[config.mk]
export PLATFORM = sky130hd
export DESIGN_NAME = pipe_stage_reg
export DESIGN_NICKNAME = d
export VERILOG_FILES = /design/src/rtl/pipe_pkg.sv /design/src/rtl/pipe_slot.sv /design/src/rtl/pipe_stage_reg.sv
export SDC_FILE = /design/constraint.sdc
export NUM_CORES = 1
export LEC_CHECK = 0
export CORE_AREA = 2 2 89 91
export DETAILED_ROUTE_END_ITERATION = 12
export DIE_AREA = 0 0 91 93
export MAX_ROUTING_LAYER = met4
export PLACE_DENSITY = 0.74
export SLEW_MARGIN = 10
export SYNTH_ARGS = -nofsm -noshare
export SYNTH_HDL_FRONTEND = slang
export SYNTH_SLANG_ARGS = --single-unit
[constraint.sdc]
create_clock -name clk -period 1.2 [get_ports clk]
set_input_delay 0.12 -clock clk [delete_from_list [all_inputs] [get_ports clk]]
set_output_delay 0.12 -clock clk [all_outputs]
set_load 0.01 [all_outputs]
[src/rtl/pipe_pkg.sv]
// pipe_pkg -- shared definitions for pipeline stage registers.
//   pipe_state_t : stage occupancy FSM states (EMPTY, ONE, TWO)
//   OCC_W        : width of the occupancy output
//   CTRL_*       : control-vector bit positions common to every stage
//   occ_count()  : number of valid entries held by a stage
package pipe_pkg;

  typedef enum logic [1:0] {
    EMPTY = 2'd0,
    ONE   = 2'd1,
    TWO   = 2'd2
  } pipe_state_t;

  localparam int OCC_W = 2;

  // Control-vector bit positions; every stage carries the same layout.
  localparam int CTRL_REG_WRITE  = 0;
  localparam int CTRL_MEM_TO_REG = 1;
  localparam int CTRL_JAL        = 2;
  localparam int CTRL_HALT       = 3;
  localparam int CTRL_BR_COND    = 4;

  function automatic logic [OCC_W-1:0] occ_count(input logic a, input logic b);
    return {1'b0, a} + {1'b0, b};
  endfunction

endpackage

[src/rtl/pipe_slot.sv]
// pipe_slot -- one stage entry {data, ctrl, valid}.
// Ports:
//   clk      rising-edge clock
//   rst_n    asynchronous active-low reset (data=RST_DATA, ctrl=0, valid=0)
//   i_clear  synchronous squash, same result as reset
//   i_load   capture i_data/i_ctrl and mark the entry valid
//   i_drop   mark the entry invalid; data/ctrl keep their last value
//   i_data   payload to capture
//   i_ctrl   control vector to capture
//   o_data   stored payload
//   o_ctrl   stored control vector (unmasked)
//   o_valid  entry valid
// Priority: clear > load > drop.
module pipe_slot #(
  parameter int                DATA_W   = 16,
  parameter int                CTRL_W   = 8,
  parameter logic [DATA_W-1:0] RST_DATA = '0
) (
  input  logic              clk,
  input  logic              rst_n,
  input  logic              i_clear,
  input  logic              i_load,
  input  logic              i_drop,
  input  logic [DATA_W-1:0] i_data,
  input  logic [CTRL_W-1:0] i_ctrl,
  output logic [DATA_W-1:0] o_data,
  output logic [CTRL_W-1:0] o_ctrl,
  output logic              o_valid
);

  logic [DATA_W-1:0] r_data;
  logic [CTRL_W-1:0] r_ctrl;
  logic              r_valid;

  always_ff @(posedge clk or negedge rst_n) begin
    if (!rst_n) begin
      r_data  <= RST_DATA;
      r_ctrl  <= '0;
      r_valid <= 1'b0;
    end else if (i_clear) begin
      r_data  <= RST_DATA;
      r_ctrl  <= '0;
      r_valid <= 1'b0;
    end else if (i_load) begin
      r_data  <= i_data;
      r_ctrl  <= i_ctrl;
      r_valid <= 1'b1;
    end else if (i_drop) begin
      r_valid <= 1'b0;
    end
  end

  assign o_data  = r_data;
  assign o_ctrl  = r_ctrl;
  assign o_valid = r_valid;

endmodule

[src/rtl/pipe_stage_reg.sv]
// pipe_stage_reg -- parametrised pipeline stage register with a 2-entry
// skid buffer, so in_ready is registered and stalls never ripple
// combinationally upstream.
// Ports:
//   clk        rising-edge clock
//   rst        asynchronous active-low reset
//   flush      synchronous squash of both entries (highest priority)
//   in_valid   upstream entry valid
//   in_ready   stage can accept (registered)
//   in_data    upstream payload, DATA_W bits
//   in_ctrl    upstream control vector, CTRL_W bits
//   out_valid  main entry valid
//   out_ready  downstream accepts
//   out_data   main-entry payload (holds its value while invalid)
//   out_ctrl   main-entry control, forced to zero for a bubble
//   occupancy  number of entries held (0..2)
//   stall_cnt  only with PIPE_STALL_CNT_EN defined: saturating count of
//              cycles with out_valid=1 and out_ready=0, cleared by flush
module pipe_stage_reg
  import pipe_pkg::*;
#(
  parameter int                DATA_W   = 16,
  parameter int                CTRL_W   = 8,
  parameter logic [DATA_W-1:0] RST_DATA = '0
) (
  input  logic              clk,
  input  logic              rst,
  input  logic              flush,
  input  logic              in_valid,
  output logic              in_ready,
  input  logic [DATA_W-1:0] in_data,
  input  logic [CTRL_W-1:0] in_ctrl,
  output logic              out_valid,
  input  logic              out_ready,
  output logic [DATA_W-1:0] out_data,
  output logic [CTRL_W-1:0] out_ctrl,
  output logic [OCC_W-1:0]  occupancy
`ifdef PIPE_STALL_CNT_EN
  ,
  output logic [15:0]       stall_cnt
`endif
);

  pipe_state_t r_state;
  logic        r_in_ready;

  logic              w_in_fire;
  logic              w_out_fire;

  logic              w_main_load;
  logic              w_main_from_skid;
  logic              w_main_drop;
  logic              w_skid_load;
  logic              w_skid_drop;

  logic [DATA_W-1:0] w_main_d_data;
  logic [CTRL_W-1:0] w_main_d_ctrl;

  logic [DATA_W-1:0] w_main_data;
  logic [CTRL_W-1:0] w_main_ctrl;
  logic              w_main_valid;
  logic [DATA_W-1:0] w_skid_data;
  logic [CTRL_W-1:0] w_skid_ctrl;
  logic              w_skid_valid;

  // A flushing cycle never accepts, even if in_ready reads 1.
  assign w_in_fire  = in_valid & r_in_ready & ~flush;
  assign w_out_fire = w_main_valid & out_ready;

  // Slot load/drop strobes. Flush is handled by the slots' clear input.
  always_comb begin
    w_main_load      = 1'b0;
    w_main_from_skid = 1'b0;
    w_main_drop      = 1'b0;
    w_skid_load      = 1'b0;
    w_skid_drop      = 1'b0;
    if (!flush) begin
      case (r_state)
        EMPTY: begin
          if (w_in_fire) w_main_load = 1'b1;
        end
        ONE: begin
          if (w_in_fire && w_out_fire) begin
            w_main_load = 1'b1;
          end else if (w_in_fire) begin
            w_skid_load = 1'b1;
          end else if (w_out_fire) begin
            w_main_drop = 1'b1;
          end
        end
        TWO: begin
          // in_ready is 0 here, so only the skid-to-main move can happen.
          if (w_out_fire) begin
            w_main_load      = 1'b1;
            w_main_from_skid = 1'b1;
            w_skid_drop      = 1'b1;
          end
        end
        default: ;
      endcase
    end
  end

  assign w_main_d_data = w_main_from_skid ? w_skid_data : in_data;
  assign w_main_d_ctrl = w_main_from_skid ? w_skid_ctrl : in_ctrl;

  // Occupancy FSM; in_ready is registered alongside the state so it
  // depends only on this stage's own occupancy.
  always_ff @(posedge clk or negedge rst) begin
    if (!rst) begin
      r_state    <= EMPTY;
      r_in_ready <= 1'b1;
    end else if (flush) begin
      r_state    <= EMPTY;
      r_in_ready <= 1'b1;
    end else begin
      case (r_state)
        EMPTY: begin
          if (w_in_fire) r_state <= ONE;
          r_in_ready <= 1'b1;
        end
        ONE: begin
          if (w_in_fire && !w_out_fire) begin
            r_state    <= TWO;
            r_in_ready <= 1'b0;
          end else if (w_out_fire && !w_in_fire) begin
            r_state    <= EMPTY;
            r_in_ready <= 1'b1;
          end
        end
        TWO: begin
          if (w_out_fire) begin
            r_state    <= ONE;
            r_in_ready <= 1'b1;
          end
        end
        default: begin
          r_state    <= EMPTY;
          r_in_ready <= 1'b1;
        end
      endcase
    end
  end

  pipe_slot #(
    .DATA_W   (DATA_W),
    .CTRL_W   (CTRL_W),
    .RST_DATA (RST_DATA)
  ) u_main (
    .clk     (clk),
    .rst_n   (rst),
    .i_clear (flush),
    .i_load  (w_main_load),
    .i_drop  (w_main_drop),
    .i_data  (w_main_d_data),
    .i_ctrl  (w_main_d_ctrl),
    .o_data  (w_main_data),
    .o_ctrl  (w_main_ctrl),
    .o_valid (w_main_valid)
  );

  pipe_slot #(
    .DATA_W   (DATA_W),
    .CTRL_W   (CTRL_W),
    .RST_DATA (RST_DATA)
  ) u_skid (
    .clk     (clk),
    .rst_n   (rst),
    .i_clear (flush),
    .i_load  (w_skid_load),
    .i_drop  (w_skid_drop),
    .i_data  (in_data),
    .i_ctrl  (in_ctrl),
    .o_data  (w_skid_data),
    .o_ctrl  (w_skid_ctrl),
    .o_valid (w_skid_valid)
  );

  assign in_ready  = r_in_ready;
  assign out_valid = w_main_valid;
  assign out_data  = w_main_data;
  // A bubble must never carry a live write-enable downstream.
  assign out_ctrl  = w_main_ctrl & {CTRL_W{w_main_valid}};
  assign occupancy = occ_count(w_main_valid, w_skid_valid);

`ifdef PIPE_STALL_CNT_EN
  logic [15:0] r_stall_cnt;

  always_ff @(posedge clk or negedge rst) begin
    if (!rst) begin
      r_stall_cnt <= '0;
    end else if (flush) begin
      r_stall_cnt <= '0;
    end else if (w_main_valid && !out_ready && (r_stall_cnt != 16'hFFFF)) begin
      r_stall_cnt <= r_stall_cnt + 16'd1;
    end
  end

  assign stall_cnt = r_stall_cnt;
`endif

endmodule

==> results.toml, run 1 <==
[floorplanning]
core_area_um2 = 7527
rows = 32
die_h_um = 93
dieArea_um2 = 8463
io_pins = 57
die_w_um = 91
floorplan.initialDensity_pct = 38.55

[min_path]
hold_class = "primary input to flop"

[run]
max_cap_viol_count = 0

[cts]
h-tree-depth = 2
cts_tree = "done"
cts_inserted_buffers = 5
clockRootBuffer = "clkbuf_8"
clkTransAtPathRegs_ps = 90
cts_sinks = 53
clk_latency_ps = 300
ctsLongestPathBuffers = 2

[timing]
hold_viol_final = 0
fin_ws_ps = -231.4
tightest_slew_ps = 289.8
hold_slack_ps = 237.2
slew_viol_final = 0
period_share_pct = 119.3
tns_ps = -9954
fin_skew_ps = 4.998
period_minus_slack_ps = 1431
maxSlewHeadroom_pct = 80.68
timing.fmax_ghz = 0.6986
setup_violations = 60
rsz0062_at_grt = "yes"

[route]
drt-pass1-iter-count = 4
drt_wl_total_mm = 6.774
ant_nets = 0
viasPerCell = 5.015
post_drt_wl_per_cell_um = 14.66
drc = 0
vias = 2317
first_iter_violations = 68

[critical_path]
crit_slowest_cell = "dfstp_2"
cp-start-kind = "flop"
crit_path_cell_trace = "nand3b_1, buf_12, o31a_1, a211oi_2"
crit_arrival_ps = 1650
cp_top_family = "flip-flops"
cp.buffers_inverters = 1
cp-end-kind = "flop"
cp.required_ps = 1420
cp_max_fo = 45
crit_type = "flop to flop"
max_stage_delay_ps = 540

[cells_and_area]
drive_gt1_share_pct = 27.50
area_growth_pct = 37.99
final_common_cell = "dfrtp_1"
final_net_count = 390
fin_area_um2 = 4004
mostFrequentLayoutCells = "51 x dfrtp_1, 27 x nor2_1, 27 x buf_4, 26 x nand2b_1, 26 x clkdlybuf4s50_1"
diodes = 0

[power]
leakage_nw = 2.055
p_total_mw = 4.392
power.density_nw_per_um2 = 1097
ir_drop_mv = 0.4665

[logic_synthesis]
ys_seq_area_share_pct = 45.75
synth-edff-count = 0
synth_warnings = 0
synth_area_um2 = 2902
synthCells = 276
async_flop_share_pct = 100.0
synth_top_area_share_pct = 44.85
ys_ff_latch = 53
ys_types = 29
synth_top_area_cell = "dfrtp_1"
syn-num-nets = 306
ys.flop_type = "dfrtp_1"
syn_area_per_cell_um2 = 10.51
ys_top_cells_by_area = "dfrtp_1 45%, a211oi_2 10%, mux2i_1 8.3%"

[placement]
placed_cell_area_um2 = 3780
portBuffers = 56
dp_hpwl_mm = 4.142
gp_congestion = 0.7601

[grt]
grt_pass1_wl_mm = 10.89
grt_max_degree = 54
grt_pass1_vias = 2265
antenna_found_initial = 0
grt_overflow = 0
grtUsageTotal_pct = 16.23

[status]
violations = "negative setup slack"
status = "finished, violations left"
-- final timing paths --
kind	slack, ps	endpoint	startpoint	cells after the start
setup / recovery	-230	u_main.o_data[1]$_DFFE_PN0P_	in_ready$_DFFE_PN1P_	4
hold / removal	240	in_ready$_DFFE_PN1P_	flush	4
setup reg to reg	-230	u_main.o_data[1]$_DFFE_PN0P_	in_ready$_DFFE_PN1P_	4
hold reg to reg	550	u_skid.o_data[3]$_DFFE_PN0P_	u_skid.o_data[3]$_DFFE_PN0P_	2
max in group asynchronous	600	in_ready$_DFFE_PN1P_	rst	3
min in group asynchronous	330	r_state[1]$_DFFE_PN0P_	rst	3
-- power by group --
group / total [mW] / switching (mW) / internal, mW
Clock: 1.17 / 0.565 / 0.607
Sequential: 2.00 / 0.0809 / 1.92
Combinational: 1.22 / 0.560 / 0.657
Total: 4.39 / 1.21 / 3.19
-- what timing repair did --
| action | CTS | global route |
|---|---|---|
| gates cloned | 2 | 2 |
| endpoints found under the setup margin | 79 | 64 |
| hold buffers | 1 | 0 |
| resized for setup | 71 | 12 |
| endpoints found under the hold margin | 52 | 0 |
| buffers inserted | 4 | 2 |
| pin swaps | 26 | 5 |
-- per-stage QoR --
| step | instances | utilization, % | setup slack, ps |
|---|---|---|---|
| floorplan | 276 | - | -161.1 |
| global placement | 446 | 50.22 | -378.4 |
| detailed placement | 446 | 50.22 | -403.9 |
| CTS | 459 | 52.34 | -232.9 |
| global route | 462 | 53.19 | -305.8 |
| finish | 462 | 53.19 | -231.4 |
-- cell families after synthesis --
group                    synth area share (%)
XOR/XNOR                               0.3019
AND/OR/NAND/NOR                         13.54
multiplexers                            8.279
flip-flops                              45.75
AO/OA/AOI/OAI                           23.72
buffers and inverters                   7.978
adder cells (fa/ha/maj)                0.4312
-- Yosys cell counts, drive strengths merged, types with 3 or more instances --
cell	instances
a211oi	24
and2	9
buf	17
clkbuf	6
dfrtp	52
inv	24
mux2i	24
nand2	3
nand2b	26
nand3b	3
nor2	27
o21ai	24
o31a	24
-- metal layers --
metal	vias up	track usage [%]	wire length, µm
li1	1115	-	-
met1	1145	21.36	3029
met2	51	26.73	3421
met3	6	2.981	244
met4	0	3.030	78
met5	-	-	0
-- cell type report --
| cell class | instances | area (µm²) |
|---|---|---|
| fillers | 736 | 3523 |
| multi-input cells | 176 | 1368 |
| inverters | 24 | 90.09 |
| well taps | 102 | 127.6 |
| repair buffers | 100 | 985.9 |
| clock inverters | 2 | 35.03 |
| clock buffers | 5 | 68.82 |
| flip-flops and latches | 53 | 1329 |
-- worst register-to-register path, cell delays in order (launching register included) --
cell	delay, ps
dfstp_2	540
nand3b_1	120
buf_12	200
o31a_1	290
a211oi_2	200
-- flip-flops by register name, summed over array words and instances, names as in the netlist --
register	flops
in_ready	1
r_state	2
u_main.o_ctrl	8
u_main.o_data	16
u_main.o_valid	1
u_skid.o_ctrl	8
u_skid.o_data	16
u_skid.o_valid	1
Note: power is estimated with default switching activity, not from simulation.
==> run 2: changes to the inputs <==
--- a/config.mk
+++ b/config.mk
@@ -5,6 +5,7 @@
 export SDC_FILE = /design/constraint.sdc
 export NUM_CORES = 1
 export LEC_CHECK = 0
+export CAP_MARGIN = 20
 export CORE_AREA = 2 2 89 91
 export DETAILED_ROUTE_END_ITERATION = 12
 export DIE_AREA = 0 0 91 93
==> results of run 2 <==
Final layout, timing and power as in run 1 (identical DEF).
